## src/rtl/wb_gpio_bank.sv

```systemverilog
// Wishbone GPIO bank: output/direction registers, synchronised pad inputs and
// per-pin edge interrupts (rising or falling) with sticky W1C status.
module wb_gpio_bank #(
  parameter int WIDTH       = 32,
  parameter int SYNC_STAGES = 2
) (
  input  logic             wb_clk_i,
  input  logic             wb_rst_i,
  input  logic [4:0]       wb_adr_i,
  input  logic [31:0]      wb_dat_i,
  input  logic [3:0]       wb_sel_i,
  input  logic             wb_we_i,
  input  logic             wb_cyc_i,
  input  logic             wb_stb_i,
  output logic [31:0]      wb_dat_o,
  output logic             wb_ack_o,
  input  logic [WIDTH-1:0] gpio_i,
  output logic [WIDTH-1:0] gpio_o,
  output logic [WIDTH-1:0] gpio_oe,
  output logic             irq_o
);

  localparam logic [2:0] REG_IN    = 3'd0;
  localparam logic [2:0] REG_OUT   = 3'd1;
  localparam logic [2:0] REG_DIR   = 3'd2;
  localparam logic [2:0] REG_IEN   = 3'd3;
  localparam logic [2:0] REG_IMODE = 3'd4;
  localparam logic [2:0] REG_ISTAT = 3'd5;
  localparam logic [2:0] REG_OSET  = 3'd6;
  localparam logic [2:0] REG_OCLR  = 3'd7;

  function automatic logic [31:0] sel_to_mask(input logic [3:0] sel);
    return {{8{sel[3]}}, {8{sel[2]}}, {8{sel[1]}}, {8{sel[0]}}};
  endfunction

  logic                 ack_q, ack_d;
  logic [31:0]          dat_q, dat_d;
  logic [WIDTH-1:0]     out_q, out_d;
  logic [WIDTH-1:0]     dir_q, dir_d;
  logic [WIDTH-1:0]     ien_q, ien_d;
  logic [WIDTH-1:0]     imode_q, imode_d;
  logic [WIDTH-1:0]     istat_q, istat_d;
  logic [WIDTH-1:0]     prev_q, prev_d;
  logic [WIDTH-1:0]     sync_q [SYNC_STAGES];
  logic [WIDTH-1:0]     sync_d [SYNC_STAGES];
  logic [SYNC_STAGES:0] fill_q, fill_d;

  logic             req_s, wr_s, rd_s, evt_en_s;
  logic [2:0]       reg_s;
  logic [31:0]      mask_s, rdata_s;
  logic [WIDTH-1:0] wmask_s, wbits_s, last_s, evt_s, istat_clr_s;
  logic [1:0]       unused_adr_s;

  assign req_s        = wb_cyc_i & wb_stb_i & ~ack_q;
  assign wr_s         = req_s & wb_we_i;
  assign rd_s         = req_s & ~wb_we_i;
  assign reg_s        = wb_adr_i[4:2];
  assign unused_adr_s = wb_adr_i[1:0];
  assign mask_s       = sel_to_mask(wb_sel_i);
  assign wmask_s      = mask_s[WIDTH-1:0];
  assign wbits_s      = wb_dat_i[WIDTH-1:0] & wmask_s;
  assign last_s       = sync_q[SYNC_STAGES-1];

  // Events stay gated until prev holds real pad data after reset, so a pad
  // already high at release refills silently; an IMODE write also masks them.
  always_comb begin
    sync_d[0] = gpio_i;
    for (int i = 1; i < SYNC_STAGES; i++) begin
      sync_d[i] = sync_q[i-1];
    end
    prev_d   = last_s;
    fill_d   = {fill_q[SYNC_STAGES-1:0], 1'b1};
    evt_en_s = fill_q[SYNC_STAGES] & ~(wr_s && (reg_s == REG_IMODE));
    if (evt_en_s) begin
      evt_s = (imode_q & ~last_s & prev_q) | (~imode_q & last_s & ~prev_q);
    end else begin
      evt_s = '0;
    end
  end

  always_comb begin
    out_d       = out_q;
    dir_d       = dir_q;
    ien_d       = ien_q;
    imode_d     = imode_q;
    istat_clr_s = '0;
    if (wr_s) begin
      case (reg_s)
        REG_OUT:   out_d       = (out_q & ~wmask_s) | wbits_s;
        REG_DIR:   dir_d       = (dir_q & ~wmask_s) | wbits_s;
        REG_IEN:   ien_d       = (ien_q & ~wmask_s) | wbits_s;
        REG_IMODE: imode_d     = (imode_q & ~wmask_s) | wbits_s;
        REG_ISTAT: istat_clr_s = wbits_s;
        REG_OSET:  out_d       = out_q | wbits_s;
        REG_OCLR:  out_d       = out_q & ~wbits_s;
        default:   out_d       = out_q;
      endcase
    end else begin
      out_d = out_q;
    end
    // A new event outranks a simultaneous clear.
    istat_d = (istat_q & ~istat_clr_s) | evt_s;
  end

  always_comb begin
    rdata_s = 32'h0000_0000;
    case (reg_s)
      REG_IN:    rdata_s[WIDTH-1:0] = last_s;
      REG_OUT:   rdata_s[WIDTH-1:0] = out_q;
      REG_DIR:   rdata_s[WIDTH-1:0] = dir_q;
      REG_IEN:   rdata_s[WIDTH-1:0] = ien_q;
      REG_IMODE: rdata_s[WIDTH-1:0] = imode_q;
      REG_ISTAT: rdata_s[WIDTH-1:0] = istat_q;
      default:   rdata_s = 32'h0000_0000;
    endcase
    ack_d = req_s;
    if (rd_s) begin
      dat_d = rdata_s;
    end else begin
      dat_d = 32'h0000_0000;
    end
  end

  always_ff @(posedge wb_clk_i) begin
    if (wb_rst_i) begin
      ack_q   <= 1'b0;
      dat_q   <= 32'h0000_0000;
      out_q   <= '0;
      dir_q   <= '0;
      ien_q   <= '0;
      imode_q <= '0;
      istat_q <= '0;
      prev_q  <= '0;
      fill_q  <= '0;
      for (int i = 0; i < SYNC_STAGES; i++) begin
        sync_q[i] <= '0;
      end
    end else begin
      ack_q   <= ack_d;
      dat_q   <= dat_d;
      out_q   <= out_d;
      dir_q   <= dir_d;
      ien_q   <= ien_d;
      imode_q <= imode_d;
      istat_q <= istat_d;
      prev_q  <= prev_d;
      fill_q  <= fill_d;
      for (int i = 0; i < SYNC_STAGES; i++) begin
        sync_q[i] <= sync_d[i];
      end
    end
  end

  assign wb_ack_o = ack_q;
  assign wb_dat_o = dat_q;
  assign gpio_o   = out_q;
  assign gpio_oe  = dir_q;
  assign irq_o    = |(istat_q & ien_q);

endmodule

```

## config.mk

```make
export PLATFORM = sky130hd
export DESIGN_NAME = wb_gpio_bank
export DESIGN_NICKNAME = d
export VERILOG_FILES = /design/src/rtl/wb_gpio_bank.sv
export SDC_FILE = /design/constraint.sdc
export NUM_CORES = 1
export LEC_CHECK = 0
export CAP_MARGIN = 20
export CORE_ASPECT_RATIO = 1.1
export CORE_MARGIN = 2
export CORE_UTILIZATION = 49
export CTS_CLUSTER_DIAMETER = 40
export DETAILED_ROUTE_END_ITERATION = 10
export GPL_ROUTABILITY_DRIVEN = 1
export PLACE_DENSITY = 0.76
export SYNTH_ARGS = -nofsm -noshare
export SYNTH_HDL_FRONTEND = slang
export SYNTH_SLANG_ARGS = --single-unit
```

## constraint.sdc

```tcl
create_clock -name wb_clk_i -period 1.4 [get_ports wb_clk_i]
set_input_delay 0.21 -clock wb_clk_i [delete_from_list [all_inputs] [get_ports wb_clk_i]]
set_output_delay 0.21 -clock wb_clk_i [all_outputs]
set_load 0.02 [all_outputs]
```

==> flow_metrics.tcl <==
set metrics [dict create \
    status "finished, violations left" \
    violations "setup timing" \
    path_cells "a22oi_2, nand4_1, or4_4, buf_6" \
    worstMarginPinSlew_ns 0.605 \
    syn2layout_area_growth_pct 45.0 \
    drtPass1Iterations 8 \
    p_int_mw 14.8 \
    grt_pass1_wl_mm 61.2 \
    grt_max_degree 71 \
    nNetsFinal 1631 \
    viasPerCell 5.86 \
    cts_tree "built" \
    startpoint "istat_q[19]$_SDFF_PP0_" \
    synth_edf_count 0 \
    cpMaxStageDelayCell "or4_4" \
    leakage_nw 7.27 \
    antenna_found_initial 1 \
    clk_path_buf_depth 3 \
    p_switching_mw 4.58 \
    fin_crit_sh 1.52 \
    cp.required_ns 1.19 \
    layout_commonest_cell "dfxtp_1" \
    setup_ws_ns -0.734 \
    cts_sinks 292 \
    ios 176 \
    vias 11000 \
    cp_max_fo 2 \
    postRouteAntennaNets 0 \
    critPathMaxStageDelay_ns 0.58 \
    p_sw_frac 0.236 \
    grt_overflow_total 0 \
    cts_max_level 2 \
    crit_family "simple AND/OR/NAND/NOR gates" \
    clock_skew_ns 0.0172 \
    initial_core_util 0.500 \
    die_width_um 152 \
    cts_hold_repair.buffers 0 \
    setup_viol 165 \
    syn_inst 1219 \
    synth_cell_types 51 \
    fin_util 0.725 \
    hp-class "primary input to flip-flop" \
    grt_pass1_vias 11200 \
    cts.clk_slew.worst_paths_ns 0.06 \
    ys_ff_latch 292 \
    syn-num-nets 1297 \
    end_kind "output port" \
    synthFlopType "dfxtp_1" \
    synth_area_um2 11800 \
    combPwrFrac 0.081 \
    rows 59 \
    pwr-share-seq 0.441 \
    die_area_um2 25400 \
    routedWlPerCell_um 21.4 \
    powerDensity_nw_per_um2 1130 \
    synth_top_area_frac 0.494 \
    synth_top_cell_by_area "dfxtp_1" \
    hold_viol_final 0 \
    drv_slew 0 \
    pwr-share-clk 0.479 \
    synth_area_leaders "dfxtp_1, mux2i_1, nor2b_1" \
    maxCapViolations 0 \
    holdCritStartpoint "wb_rst_i" \
    port_buffers 173 \
    layout.cells.non_filler 1883 \
    cts_buffers 36 \
    async_flop_share 0 \
    ir_drop_uv 982 \
    grt_usage 0.302 \
    syn_avg_cell_area_um2 9.72 \
    die_h_um 167 \
    cts-root-buf "clkbuf_16" \
    worst-path-buf-inv 1 \
    hpwlAfterDp_mm 25.9 \
    max_freq_mhz 469 \
    worstPathArrival_ns 1.92 \
    period_needed_ns 2.13 \
    layout-drive-gt1-share 0.322 \
    start_kind "flip-flop" \
    criticalPathCategory "flip-flop to output port" \
    first_iter_violations 1093 \
    final_cell_mix "dfxtp_1, buf_4, nor2b_1" \
    rsz0062_at_grt "yes" \
    place.gp.congestion 0.911 \
    drt_drc_violations_left 0 \
    dp.cells 1810 \
    wirelength_mm 40.3 \
    core_um2 23700 \
    seq_area_frac_synth 0.494 \
    clk_latency_ns 0.51 \
    maxSlewHeadroom 0.596 \
    timing.rr.start "wb_ack_o$_SDFF_PP0_" \
    yosys_warnings 0 \
]
## power by group through the flow
stage               clock (mW)  combinational, mW  sequential, mW
floorplan                    0              0.623            8.71
global placement             0               1.37            8.71
detailed placement           0               1.39            8.72
CTS                       9.33               1.50            8.54
global route              9.68               1.63            8.55
finish                    9.28               1.57            8.55
## cell type report
class,count,area [µm²]
multi-input combinational,842,6200
timing repair buffer,376,3510
inverter,5,18.8
antenna,1,2.50
clock inverter,15,168
fill,1552,6520
sequential,292,5860
tap,305,382
clock buffer,47,1030
## cells in the mapped netlist, drive strengths merged (2+ instances only)
library cell  instances
dfxtp               292
nand2               131
nor2b               108
nor2                103
mux2i                92
a21oi                69
clkbuf               46
o21ai                45
a22oi                43
o211ai               40
buf                  35
mux2                 28
nand2b               25
nand3b               25
a32o                 24
nand3                17
nor3b                15
o22a                 10
a221oi                7
a31oi                 7
a32oi                 6
and3                  6
a222oi                5
inv                   5
nor3                  5
o21a                  5
mux4                  4
nand4                 4
a2111oi               3
a21o                  3
a211oi                2
and2                  2
and3b                 2
## worst reg2reg max path, delay by kind of cell, from the launching register on
kind,cells,cell delay (ns)
buffers and inverters,3,0.48
AO/OA/AOI/OAI,1,0.13
flip-flops,1,0.34
AND/OR/NAND/NOR,3,0.65
## stage by stage
step / hold slack [ns] / area, µm² / total power [mW] / setup slack [ns] / TNS, ns
finish: 0.173 / 17200 / 19.4 / -0.734 / -29.98
global route: 0.162 / 17200 / 19.9 / -0.772 / -34.27
CTS: 0.123 / 17200 / 19.4 / -0.742 / -27.43
detailed placement: 0.425 / 15300 / 10.1 / -0.747 / -99.99
global placement: 0.418 / 15300 / 10.1 / -0.773 / -97.06
floorplan: 0.313 / 11900 / 9.33 / -0.0927 / -7.53
## cells by family (layout without fill, tap and decap cells)
group,after synthesis,count (layout),synth area share
AND/OR/NAND/NOR,448,449,0.200
flip-flops,292,292,0.494
AO/OA/AOI/OAI,269,269,0.160
multiplexers,124,124,0.112
buffers and inverters,86,443,0.0351
other,0,1,0
## worst paths after layout
kind / slack [ns] / end / cells after the start
min: 0.17 / wb_ack_o$_SDFF_PP0_ / 2
min reg2reg: 0.43 / sync_q[0][54]$_SDFF_PP0_ / 1
max: -0.73 / irq_o / 4
max reg2reg: -0.26 / flip-flop / 7
## what timing repair did
action                     4_1_cts  5_1_grt
buffers inserted                 7        4
pin swaps                       71       53
gates resized for setup        377       80
gates cloned                     4        0
setup endpoints to repair      259      229
## routing by layer
metal	wire length, µm	GRT usage	vias to the layer above
li1	-	-	5011
met1	15500	0.369	5242
met2	19200	0.503	644
met3	3560	0.0640	141
met4	1980	0.155	0
met5	0	0	-
No activity file was read; power rests on OpenSTA's default activity.
